## config.mk

```make
export PLATFORM = sky130hd
export DESIGN_NAME = dma_stream_engine
export DESIGN_NICKNAME = d
export VERILOG_FILES = /design/src/rtl/dma_pkg.sv /design/src/rtl/dma_sync_fifo.sv /design/src/rtl/dma_stream_engine.sv
export SDC_FILE = /design/constraint.sdc
export NUM_CORES = 1
export LEC_CHECK = 0
export BUFFER_PORTS_ARGS = -buffer_cell sky130_fd_sc_hd__clkbuf_2
export CAP_MARGIN = 15
export CORE_ASPECT_RATIO = 1.1
export CORE_MARGIN = 4
export CORE_UTILIZATION = 41
export DETAILED_ROUTE_END_ITERATION = 8
export PLACE_DENSITY_LB_ADDON = 0.08
export SLEW_MARGIN = 15
export SYNTH_ARGS = -nofsm -noshare
export SYNTH_HDL_FRONTEND = slang
export SYNTH_HIERARCHICAL = 1
export SYNTH_SLANG_ARGS = --single-unit
```

## constraint.sdc

```tcl
create_clock -name iClk -period 12.2 [get_ports iClk]
set_input_delay 0.61 -clock iClk [delete_from_list [all_inputs] [get_ports iClk]]
set_output_delay 0.61 -clock iClk [all_outputs]
set_load 0.02 [all_outputs]
```

## src/rtl/dma_pkg.sv

```systemverilog
// dma_pkg: register map, status/control bit positions and FSM encoding
// shared by dma_stream_engine, its FIFO and its testbench.
package dma_pkg;

  // Slave register word offsets
  localparam logic [2:0] REG_STATUS  = 3'd0;
  localparam logic [2:0] REG_RADDR   = 3'd1;
  localparam logic [2:0] REG_WADDR   = 3'd2;
  localparam logic [2:0] REG_LENGTH  = 3'd3;
  localparam logic [2:0] REG_CONTROL = 3'd4;

  // STATUS bits
  localparam int STATUS_DONE = 0;
  localparam int STATUS_BUSY = 1;

  // CONTROL bits (go and abort are self-clearing strobes)
  localparam int CTRL_GO     = 0;
  localparam int CTRL_IRQ_EN = 1;
  localparam int CTRL_ABORT  = 2;

  // FSM encoding
  localparam logic [1:0] ST_IDLE  = 2'd0;
  localparam logic [1:0] ST_RUN   = 2'd1;
  localparam logic [1:0] ST_DRAIN = 2'd2;
  localparam logic [1:0] ST_DONE  = 2'd3;

  // Number of low address/length bits covered by one data word
  function automatic int bytes_shift(input int dw);
    return $clog2(dw / 8);
  endfunction

endpackage

```

## src/rtl/dma_sync_fifo.sv

```systemverilog
// dma_sync_fifo: first-word-fall-through synchronous FIFO. Push and pop may
// occur together, also when full (the pop frees the slot being written).
// i_flush empties the FIFO and suppresses any push in the same cycle.
module dma_sync_fifo #(
  parameter int DW    = 32,
  parameter int DEPTH = 16
) (
  input  logic                     i_clk,
  input  logic                     i_rst_n,
  input  logic                     i_flush,
  input  logic                     i_push,
  input  logic [DW-1:0]            i_data,
  input  logic                     i_pop,
  output logic [DW-1:0]            o_q,
  output logic                     o_empty,
  output logic                     o_full,
  output logic [$clog2(DEPTH):0]   o_used
);

  localparam int PW = $clog2(DEPTH);

  logic [DW-1:0] r_mem [DEPTH];
  logic [PW-1:0] r_wr_ptr;
  logic [PW-1:0] r_rd_ptr;
  logic [PW:0]   r_used;
  logic          w_do_push;
  logic          w_do_pop;

  assign o_empty   = (r_used == '0);
  assign o_full    = (r_used == (PW+1)'(DEPTH));
  assign o_used    = r_used;
  assign o_q       = r_mem[r_rd_ptr];
  assign w_do_pop  = i_pop & ~o_empty;
  assign w_do_push = i_push & (~o_full | w_do_pop) & ~i_flush;

  // Storage array: written on accepted push, no reset needed
  always_ff @(posedge i_clk) begin
    if (w_do_push) r_mem[r_wr_ptr] <= i_data;
  end

  // Pointers and occupancy
  always_ff @(posedge i_clk or negedge i_rst_n) begin
    if (!i_rst_n) begin
      r_wr_ptr <= '0;
      r_rd_ptr <= '0;
      r_used   <= '0;
    end else if (i_flush) begin
      r_wr_ptr <= '0;
      r_rd_ptr <= '0;
      r_used   <= '0;
    end else begin
      if (w_do_push) r_wr_ptr <= r_wr_ptr + 1'b1;
      if (w_do_pop)  r_rd_ptr <= r_rd_ptr + 1'b1;
      case ({w_do_push, w_do_pop})
        2'b10:   r_used <= r_used + 1'b1;
        2'b01:   r_used <= r_used - 1'b1;
        default: r_used <= r_used;
      endcase
    end
  end

endmodule

```

## src/rtl/dma_stream_engine.sv

```systemverilog
// dma_stream_engine: memory-to-memory DMA with a 32-bit control slave, a
// read master feeding a credit-limited FIFO, and a write master draining it.
// Optional feature macro: DMA_IRQ_EN (registered interrupt, irq_en bit).
// Handshake: a master request is taken on a cycle where request is high and
// waitrequest is low; request and address stay stable while waitrequest is
// high. Read data arrives in order, one word per iRM_readdatavalid pulse.
module dma_stream_engine
  import dma_pkg::*;
#(
  parameter int DW         = 32,
  parameter int AW         = 32,
  parameter int FIFO_DEPTH = 16,
  parameter int LW         = 16
) (
  input  logic          iClk,
  input  logic          iReset_n,
  input  logic          iChipselect_n,
  input  logic          iRead,
  input  logic          iWrite,
  input  logic [2:0]    iAddress,
  input  logic [31:0]   iWritedata,
  output logic [31:0]   oReaddata,
  input  logic          iRM_waitrequest,
  input  logic          iRM_readdatavalid,
  input  logic [DW-1:0] iRM_readdata,
  output logic          oRM_read,
  output logic [AW-1:0] oRM_readaddress,
  input  logic          iWM_waitrequest,
  output logic          oWM_write,
  output logic [AW-1:0] oWM_writeaddress,
  output logic [DW-1:0] oWM_writedata,
  output logic          oIrq,
  output logic [1:0]    oDbg_state
);

  localparam int            BSH  = bytes_shift(DW);
  localparam int            CW   = $clog2(FIFO_DEPTH) + 1;
  localparam logic [AW-1:0] STEP = AW'(DW / 8);
  localparam logic [CW:0]   DEPTH_V = (CW+1)'(FIFO_DEPTH);

  logic [1:0]    r_state;
  logic          r_done;
  logic          r_busy;
  logic [AW-1:0] r_raddr;
  logic [AW-1:0] r_waddr;
  logic [LW-1:0] r_length;
  logic [AW-1:0] r_rd_addr;
  logic [AW-1:0] r_wr_addr;
  logic [LW-1:0] r_rd_cnt;
  logic [LW-1:0] r_wr_cnt;
  logic [CW-1:0] r_outstanding;
  logic [31:0]   r_readdata;

  logic          w_slv_wr;
  logic          w_slv_rd;
  logic          w_go;
  logic          w_abort;
  logic          w_status_wr;
  logic [LW-1:0] w_words;
  logic          w_irq_en;
  logic [DW-1:0] w_fifo_q;
  logic          w_fifo_empty;
  logic          w_fifo_full;
  logic [CW-1:0] w_fifo_used;
  logic [CW:0]   w_inflight;
  logic          w_credit;
  logic          w_rd_accept;
  logic          w_rvalid;
  logic          w_push;
  logic          w_wr_accept;
  logic          w_flush;

  assign w_slv_wr    = ~iChipselect_n & iWrite;
  assign w_slv_rd    = ~iChipselect_n & iRead;
  assign w_go        = w_slv_wr & (iAddress == REG_CONTROL) & iWritedata[CTRL_GO];
  assign w_abort     = w_slv_wr & (iAddress == REG_CONTROL) & iWritedata[CTRL_ABORT];
  assign w_status_wr = w_slv_wr & (iAddress == REG_STATUS);
  assign w_words     = r_length >> BSH;

  // Credit counts both buffered words and words already requested
  assign w_inflight  = {1'b0, w_fifo_used} + {1'b0, r_outstanding};
  assign w_credit    = ~w_fifo_full & (w_inflight < DEPTH_V);

  assign oRM_read    = (r_state == ST_RUN) & (r_rd_cnt != '0) & w_credit;
  assign w_rd_accept = oRM_read & ~iRM_waitrequest;
  // Valids outside a transfer (e.g. after a reset) are stale and dropped
  assign w_rvalid    = iRM_readdatavalid & (r_outstanding != '0) &
                       ((r_state == ST_RUN) | (r_state == ST_DRAIN));
  assign w_push      = w_rvalid & (r_state == ST_RUN);
  assign w_flush     = (r_state == ST_DRAIN);

  assign oWM_write   = (r_state == ST_RUN) & ~w_fifo_empty & (r_wr_cnt != '0);
  assign w_wr_accept = oWM_write & ~iWM_waitrequest;

  assign oRM_readaddress  = r_rd_addr;
  assign oWM_writeaddress = r_wr_addr;
  assign oWM_writedata    = w_fifo_empty ? '0 : w_fifo_q;
  assign oReaddata        = r_readdata;
  assign oDbg_state       = r_state;

  dma_sync_fifo #(
    .DW    (DW),
    .DEPTH (FIFO_DEPTH)
  ) u_fifo (
    .i_clk   (iClk),
    .i_rst_n (iReset_n),
    .i_flush (w_flush),
    .i_push  (w_push),
    .i_data  (iRM_readdata),
    .i_pop   (w_wr_accept),
    .o_q     (w_fifo_q),
    .o_empty (w_fifo_empty),
    .o_full  (w_fifo_full),
    .o_used  (w_fifo_used)
  );

  // Transfer FSM
  always_ff @(posedge iClk or negedge iReset_n) begin
    if (!iReset_n) begin
      r_state <= ST_IDLE;
    end else begin
      case (r_state)
        ST_IDLE:  if (w_go) r_state <= (w_words == '0) ? ST_DONE : ST_RUN;
        ST_RUN:   if (w_abort) r_state <= ST_DRAIN;
                  else if (r_wr_cnt == '0) r_state <= ST_DONE;
        ST_DRAIN: if (r_outstanding == '0) r_state <= ST_DONE;
        default:  r_state <= ST_IDLE;
      endcase
    end
  end

  // Working addresses and word counters for both masters
  always_ff @(posedge iClk or negedge iReset_n) begin
    if (!iReset_n) begin
      r_rd_addr <= '0;
      r_wr_addr <= '0;
      r_rd_cnt  <= '0;
      r_wr_cnt  <= '0;
    end else if ((r_state == ST_IDLE) && w_go) begin
      r_rd_addr <= r_raddr;
      r_wr_addr <= r_waddr;
      r_rd_cnt  <= w_words;
      r_wr_cnt  <= w_words;
    end else begin
      if (w_rd_accept) begin
        r_rd_addr <= r_rd_addr + STEP;
        r_rd_cnt  <= r_rd_cnt - 1'b1;
      end
      if (w_wr_accept) begin
        r_wr_addr <= r_wr_addr + STEP;
        r_wr_cnt  <= r_wr_cnt - 1'b1;
      end
    end
  end

  // Outstanding reads: accepted requests not yet returned
  always_ff @(posedge iClk or negedge iReset_n) begin
    if (!iReset_n) begin
      r_outstanding <= '0;
    end else begin
      case ({w_rd_accept, w_rvalid})
        2'b10:   r_outstanding <= r_outstanding + 1'b1;
        2'b01:   r_outstanding <= r_outstanding - 1'b1;
        default: r_outstanding <= r_outstanding;
      endcase
    end
  end

  // Status flags: DONE state wins over a simultaneous STATUS write
  always_ff @(posedge iClk or negedge iReset_n) begin
    if (!iReset_n) begin
      r_done <= 1'b0;
      r_busy <= 1'b0;
    end else if (r_state == ST_DONE) begin
      r_done <= 1'b1;
      r_busy <= 1'b0;
    end else begin
      if (w_status_wr) r_done <= 1'b0;
      if ((r_state == ST_IDLE) && w_go) r_busy <= 1'b1;
    end
  end

  // Configuration registers, frozen while a transfer is active
  always_ff @(posedge iClk or negedge iReset_n) begin
    if (!iReset_n) begin
      r_raddr  <= '0;
      r_waddr  <= '0;
      r_length <= '0;
    end else if (w_slv_wr && !r_busy) begin
      case (iAddress)
        REG_RADDR:  r_raddr  <= iWritedata[AW-1:0];
        REG_WADDR:  r_waddr  <= iWritedata[AW-1:0];
        REG_LENGTH: r_length <= iWritedata[LW-1:0];
        default:    ;
      endcase
    end
  end

  // Registered slave read data, updated only on a read strobe
  always_ff @(posedge iClk or negedge iReset_n) begin
    if (!iReset_n) begin
      r_readdata <= '0;
    end else if (w_slv_rd) begin
      case (iAddress)
        REG_STATUS:  r_readdata <= {30'b0, r_busy, r_done};
        REG_RADDR:   r_readdata <= 32'(r_raddr);
        REG_WADDR:   r_readdata <= 32'(r_waddr);
        REG_LENGTH:  r_readdata <= 32'(r_length);
        REG_CONTROL: r_readdata <= {29'b0, 1'b0, w_irq_en, 1'b0};
        default:     r_readdata <= '0;
      endcase
    end
  end

`ifdef DMA_IRQ_EN
  logic r_irq_en;
  logic r_irq;

  // Interrupt enable bit, writable at any time
  always_ff @(posedge iClk or negedge iReset_n) begin
    if (!iReset_n) begin
      r_irq_en <= 1'b0;
    end else if (w_slv_wr && (iAddress == REG_CONTROL)) begin
      r_irq_en <= iWritedata[CTRL_IRQ_EN];
    end
  end

  // Interrupt follows done one cycle later; a STATUS write drops it at once
  always_ff @(posedge iClk or negedge iReset_n) begin
    if (!iReset_n) begin
      r_irq <= 1'b0;
    end else if (w_status_wr) begin
      r_irq <= 1'b0;
    end else begin
      r_irq <= r_done & r_irq_en;
    end
  end

  assign w_irq_en = r_irq_en;
  assign oIrq     = r_irq;
`else
  assign w_irq_en = 1'b0;
  assign oIrq     = 1'b0;
`endif

endmodule

```

# Word level (Yosys, flattened, before mapping)
# Memory sizes are Yosys's and may differ from the RTL's.
# Index checks and enable logic that the tools add are counted.
word_totals:
  register_bits: 230
  ram_bits: 512
  inputBits: 75
  out_inout_bits: 133
  elab_cells: 123
  memories: 1
op_classes:
  addsub: 11
  n_lt_le_gt_ge: 1
  n_eq_ne: 15
  n_mux: 29
  bitwise: 27
  n_reduce_logical: 24
mem_list:
  columns: ["memory", "depth", "word_bits", "read_ports", "rd_ports_with_merged_regs", "wr", "line_no", "rtl"]
  rows:
  - ["u_fifo.r_mem", 16, 32, 1, 0, 1, "dma_sync_fifo.sv:22", "logic [DW-1:0] r_mem [DEPTH];"]
ops:
  columns: ["op", "n"]
  rows:
  - ["$mux W32", 5]
  - ["$pmux W32 S4", 1]
  - ["$add A32 B3 Y32 const B", 2]
  - ["$mux W16", 4]
  - ["$logic_not A16 Y1", 2]
  - ["$reduce_bool A16 Y1", 2]
  - ["$sub A16 B1 Y16 const B", 2]
  - ["$pmux W5 S2", 2]
  - ["$and A1 B1 Y1", 19]
  - ["$mux W4", 4]
  - ["$reduce_bool A2 Y1", 7]
  - ["$add A5 B1 Y5 const B", 2]
  - ["$logic_not A5 Y1", 2]
  - ["$mux W2", 5]
  - ["$sub A5 B1 Y5 const B", 2]
  - ["$add A4 B1 Y4 const B", 2]
  - ["$eq A2 B2 Y1 const B", 4]
  - ["$add A5 B5 Y6", 1]
  - ["$eq A2 B1 Y1 const B", 3]
  - ["$eq A3 B2 Y1 const B", 2]
  - ["$lt A6 B5 Y1 const B", 1]
  - ["$mux W1", 6]
  - ["$not A1 Y1", 6]
  - ["$pmux W2 S3", 1]
  - ["other kinds (15)", 20]

# Logic depth before layout (Yosys ltp)
logic_depth:
  ltp_word: 12
  depth_mapped: 16
  depth_no_buf: 15

# Modules after synthesis
# The synthesis kept the hierarchy.
modules_own_cells:
  columns: ["module", "n_inst", "cells_per_inst", "area_each_um2", "seq_area_each_um2"]
  rows:
  - ["dma_sync_fifo", 1, 903, 20106.8, 15700.1]
  - ["dma_stream_engine", 1, 1028, 10720.3, 5430.2]

# Least setup slack after synthesis
# OpenSTA, ideal clock, no wires.
synth_timing:
  path_kind: "register to register"
  startpoint: "reg u_fifo.r_used[4] (netlist: u_fifo/o_used[4])"
  endpoint: "mem u_fifo.r_mem[1][0] (enable)"
  setup_time_ns: 0.461
  arrival_ns: 4.427
  t_required_ns: 11.739
  slack_ns: 7.312
  path_stages_with_launch: 11
  n_path_buf: 2
  period_less_slack_ns: 4.888
  cell_sequence: "dfrtp_1 > clkbuf_1 > nor2_1 > nand2b_1 > a211o_1 > inv_2 > buf_2 > nor2b_1 > a211oi_2 > nand2_1 > nor3_1"
synth_between:
  elab_chain_cells: 11
  word_cells_on_any_way: 13
  classes_between: "eq/ne: 1; mux: 2; bitwise: 9; reduce/logical: 1"
synth_lines:
  columns: ["element", "line_no", "rtl"]
  rows:
  - ["start: declaration", "dma_sync_fifo.sv:25", "logic [PW:0] r_used;"]
  - ["start signal: assignment", "dma_sync_fifo.sv:55", "2'b10: r_used <= r_used + 1'b1;"]
  - ["start signal: assignment", "dma_sync_fifo.sv:56", "2'b01: r_used <= r_used - 1'b1;"]
  - ["start signal: assignment", "dma_sync_fifo.sv:57", "default: r_used <= r_used;"]
  - ["$logic_not A5 Y1", "dma_sync_fifo.sv:29", "assign o_empty = (r_used == '0);"]
  - ["named net w_fifo_empty", "dma_stream_engine.sv:62", "logic w_fifo_empty;"]
  - ["$not A1 Y1", "dma_stream_engine.sv:92", "assign oWM_write = (r_state == ST_RUN) & ~w_fifo_empty & (r_wr_cnt != '0);"]
  - ["$and A1 B1 Y1 (2 in series)", "dma_stream_engine.sv:92", null]
  - ["$and A1 B1 Y1", "dma_stream_engine.sv:93", "assign w_wr_accept = oWM_write & ~iWM_waitrequest;"]
  - ["named net w_wr_accept", "dma_stream_engine.sv:70", "logic w_wr_accept;"]
  - ["$and A1 B1 Y1", "dma_sync_fifo.sv:33", "assign w_do_pop = i_pop & ~o_empty;"]
  - ["$or A1 B1 Y1", "dma_sync_fifo.sv:34", "assign w_do_push = i_push & (~o_full | w_do_pop) & ~i_flush;"]
  - ["$and A1 B1 Y1 (2 in series)", "dma_sync_fifo.sv:34", null]
  - ["$mux W1", "dma_sync_fifo.sv:38", "if (w_do_push) r_mem[r_wr_ptr] <= i_data;"]
  - ["$mux W1 (not written as such)", "dma_sync_fifo.sv:38", null]
  - ["end: declaration", "dma_sync_fifo.sv:22", null]
# The timed path passes the listed nets, and every way through them passes these cells.

# Final worst setup path
layout_timing:
  startpoint: "reg u_fifo.r_rd_ptr[0]"
  endpoint: "out oWM_writedata[23]"
layout_between:
  elab_chain_cells: 2
layout_lines:
  columns: ["element", "line_no", "rtl"]
  rows:
  - ["start: declaration", "dma_sync_fifo.sv:24", "logic [PW-1:0] r_rd_ptr;"]
  - ["start signal: assignment", "dma_sync_fifo.sv:53", "if (w_do_pop) r_rd_ptr <= r_rd_ptr + 1'b1;"]
  - ["$mem_v2 Z16 W32", null, null]
  - ["named net w_fifo_q[23]", "dma_stream_engine.sv:61", "logic [DW-1:0] w_fifo_q;"]
  - ["$mux W32", "dma_stream_engine.sv:97", "assign oWM_writedata = w_fifo_empty ? '0 : w_fifo_q;"]
  - ["end: declaration", "dma_stream_engine.sv:31", "output logic [DW-1:0] oWM_writedata,"]
# The timed path passes the listed nets, and every way through them passes these cells.

==> flow_summary_export.csv <==
group,metric,value,unit
status,status,"complete, no violations",
yosys,synthAdderAreaFrac,0.0110,
route,drtIter0Drc,1203,
yosys,yosys-top-cells-area,"edfxtp_1, dfrtp_1, mux4_2, mux2_2, a22oi_1",
critical_path,startpoint,"u_fifo/r_rd_ptr[0]$_DFFE_PN0P_",
clocking,cts_resized,0,
yosys,synth.avg_cell_area,16.0,um^2
power_and_ir_drop,p_sw,2.26,mW
route,drt_wl_total,79800,um
critical_path,cp-endpoint,"oWM_writedata[23]",
route,drt-vias-per-instance,5.57,
power_and_ir_drop,powerDensity,204,mW/mm^2
route,dr.pass1.iters,5,
yosys,synth-edff-count,512,
power_and_ir_drop,leakagePower,12.7,nW
yosys,ys_seq_area_frac,0.685,
yosys,synth-seq-cells,742,
yosys,ys_warn_count,6,
clocking,cts_buffer_depth,3,
critical_path,arrival,4.71,ns
sta,finalCriticalPeriod,5.32,ns
route,wl_per_cell,25.1,um
sta,setup_viol,0,
power_and_ir_drop,finalPower,7.25,mW
power_and_ir_drop,internal-power,5.00,mW
placement,hpwl,48200,um
clocking,cts_tree,"done",
critical_path,rr_worst_depth,10,
sta,drv_slew,0,
sta,fmax,188,MHz
sta,hold_viol_final,0,
grt,grt_pass1_wl,120000,um
grt,grt_pass1_vias,18446,
floorplanning,die_w,269,um
yosys,synth-xor-area-share,0.0261,
sta,rsz0062_at_grt,"false",
yosys,synthesis.area,0.0308,mm^2
run,drv_cap,0,
clocking,root_buffer,"clkbuf_16",
placement,portBuffers,206,
clocking,htreeDepth,3,
yosys,synth_top_area_share,0.499,
sta,finClkSkew,0.0234,ns
critical_path,path_max_fanout,49,
power_and_ir_drop,vdd_drop_max,0.000118,V
yosys,postSynthNetCount,2032,
power_and_ir_drop,p_seq_frac,0.449,
critical_path,cp-end-kind,"output pin",
floorplanning,ioPinCount,208,
sta,fin_tns_setup,0,ns
critical_path,crit_required,11.59,ns
grt,track_usage,0.200,
yosys,synthArstFlopShare,0.310,
critical_path,r2r_setup_slack,7.18,ns
yosys,postSynthCellCount,1931,
sta,max_slew_margin,0.249,
hold_path,hp-class,"primary input to async pin",
power_and_ir_drop,pwr-share-comb,0.235,
yosys,synth_top_family_by_area,"multiplexers",
floorplanning,die_h,296,um
final_layout,final_layout_size_suffix_gt1_frac,0.285,
clocking,clk_latency,0.62,ns
grt,overflow,0,
floorplanning,core_area,0.0746,mm^2
route,ant_nets,0,
yosys,ys.flop_type,"edfxtp_1",
floorplanning,initial_core_util,0.413,
grt,antenna_found_initial,5,
clocking,cts_setup_buffers,0,
power_and_ir_drop,clkPwrFrac,0.316,
placement,gp_congestion,0.775,
route,drc,0,
sta,period_share,0.436,
critical_path,r2r-end,"u_fifo/r_mem[1][27]$_DFFE_PP_",
route,dr_total_vias,17688,
floorplanning,row_count,105,
yosys,netlist.top_cell.by_area,"edfxtp_1",
grt,grt_max_degree,140,
critical_path,start_kind,"flop",
yosys,muxShareOfSynthArea,0.132,
clocking,clkTransAtPathRegs,0.06,ns
power_and_ir_drop,switching_share,0.311,
yosys,synth_compound_area_frac,0.0531,
critical_path,critPathKind,"flop to output pin",
clocking,hold_buffers,0,
critical_path,r2r-start,"u_fifo/o_used[0]$_DFFE_PN0P_",
sta,worst_slew_pin_slew,1.12,ns
clocking,numClockSinks,742,
yosys,ys_types,68,
final_layout,finalNetCount,2249,
final_layout,area_growth,15.4,%
clocking,numCtsBuffers,78,
yosys,yosys.area_share.simple,0.0740,
floorplanning,die-area,0.0796,mm^2
[critical path, stage by stage, from the launching register on]
cell	delay, ns
dfrtp_4	0.97
buf_4	0.80
buf_4	0.88
mux4_2	0.60
a22oi_1	0.34
nand2_1	0.09
nor2b_1	0.14
clkbuf_2	0.18
[final cells by class]
class	count	area, um^2
fillers	6506	39100
flip-flops and latches	742	21100
multi-input cells	1059	9330
clock buffers	103	2160
repair buffers	240	1310
well taps	963	1200
clock inverters	38	312
inverters	27	101
diodes	3	7.51
[cell families after synthesis]
kind of cell	Yosys count
compound gates	257
xor+xnor	92
fa+ha+maj	26
buf+inv	130
flops	742
mux	233
other cells	1
simple gates	450
[per-layer routing]
| layer | vias up | GRT usage | routed length, um |
|---|---|---|---|
| li1 | 7876 | - | - |
| met1 | 9269 | 0.264 | 33900 |
| met2 | 434 | 0.340 | 39900 |
| met3 | 107 | 0.0366 | 3910 |
| met4 | 2 | 0.0590 | 2040 |
| met5 | - | 0 | 12 |
[layout by cell type, fill, tap and decap left out, types with 7 or more instances in the layout]
| cell type | instances |
|---|---|
| nor2_1 | 75 |
| nand2_1 | 154 |
| a21oi_1 | 49 |
| clkbuf_2 | 205 |
| mux4_2 | 130 |
| clkinv_2 | 10 |
| clkbuf_16 | 79 |
| or3_1 | 7 |
| a31oi_1 | 8 |
| a22oi_1 | 94 |
| xor2_1 | 47 |
| nand2b_1 | 8 |
| clkbuf_8 | 9 |
| o21ai_0 | 61 |
| clkbuf_1 | 15 |
| nor2b_1 | 34 |
| xnor2_1 | 45 |
| clkinv_1 | 17 |
| buf_4 | 33 |
| and3_1 | 8 |
| inv_1 | 24 |
| nor4_1 | 13 |
| nor3_1 | 27 |
| nand3_1 | 34 |
| o21ai_1 | 16 |
| dfrtp_1 | 228 |
| mux2_2 | 97 |
| or4_1 | 11 |
| ha_1 | 24 |
| nand4_1 | 22 |
| edfxtp_1 | 512 |
| nor2_4 | 16 |
[sequential cells by signal (all words and copies together) (netlist names)]
register          count
r_done                1
u_fifo/r_rd_ptr       4
u_fifo/r_mem        512
r_wr_cnt             16
oReaddata            32
r_raddr              32
r_length             16
oRM_readaddress      32
oDbg_state            2
r_outstanding         5
u_fifo/r_wr_ptr       4
r_rd_cnt             16
r_waddr              32
oWM_writeaddress     32
r_busy                1
u_fifo/o_used         5
[power by group through the flow]
stage	Clock [mW]	Sequential [mW]	Combinational [mW]
4_1_cts	2.37	3.26	1.74
3_5_place_dp	0	3.31	1.73
6_report	2.29	3.26	1.70
3_3_place_gp	0	3.30	1.72
5_1_grt	2.47	3.30	1.87
2_1_floorplan	0	3.28	1.15
[metrics by stage]
step	setup slack (ns)	utilization	instances	instance area [um^2]	hold WS, ns
after CTS	6.58	0.476	3172	35500	0.0354
after global placement	7.17	0.443	3031	33100	0.466
after detailed placement	7.09	0.443	3031	33100	0.468
after floorplan	7.31	-	1931	30800	0.314
after global routing	6.34	0.476	3173	35600	0.0498
final	6.88	0.477	3175	35600	0.0383
[Yosys cell counts (all sizes together) (3+ instances only)]
cell and number:
a211oi 3, a21o 3, a21oi 49, a22oi 94
a31oi 9, and2 4, and3 8, buf 42
clkbuf 61, dfrtp 230, edfxtp 512, ha 24
inv 27, mux2 100, mux2i 3, mux4 130
nand2 156, nand2b 9, nand3 35, nand4 22
nor2 91, nor2b 36, nor3 31, nor3b 3
nor4 21, o211ai 4, o21ai 79, o31ai 6
or2 4, or3 8, or4 12, or4b 3
xnor2 45, xor2 47
[how the worst min path moves through the flow]
stage	cells past startpoint	from	to
3_3_place_gp	2	oReaddata[8]$_DFFE_PN0P_	oReaddata[8]$_DFFE_PN0P_
2_1_floorplan	0	iReset_n	oDbg_state[0]$_DFFE_PN0P_
4_1_cts	1	iReset_n	oRM_readaddress[8]$_DFFE_PN0N_
3_5_place_dp	2	oRM_readaddress[1]$_DFFE_PN0P_	oRM_readaddress[1]$_DFFE_PN0P_
6_report	1	iReset_n	oRM_readaddress[8]$_DFFE_PN0N_
5_1_grt	1	iReset_n	oRM_readaddress[4]$_DFFE_PN0N_
Power figures use the tool's default switching activity.
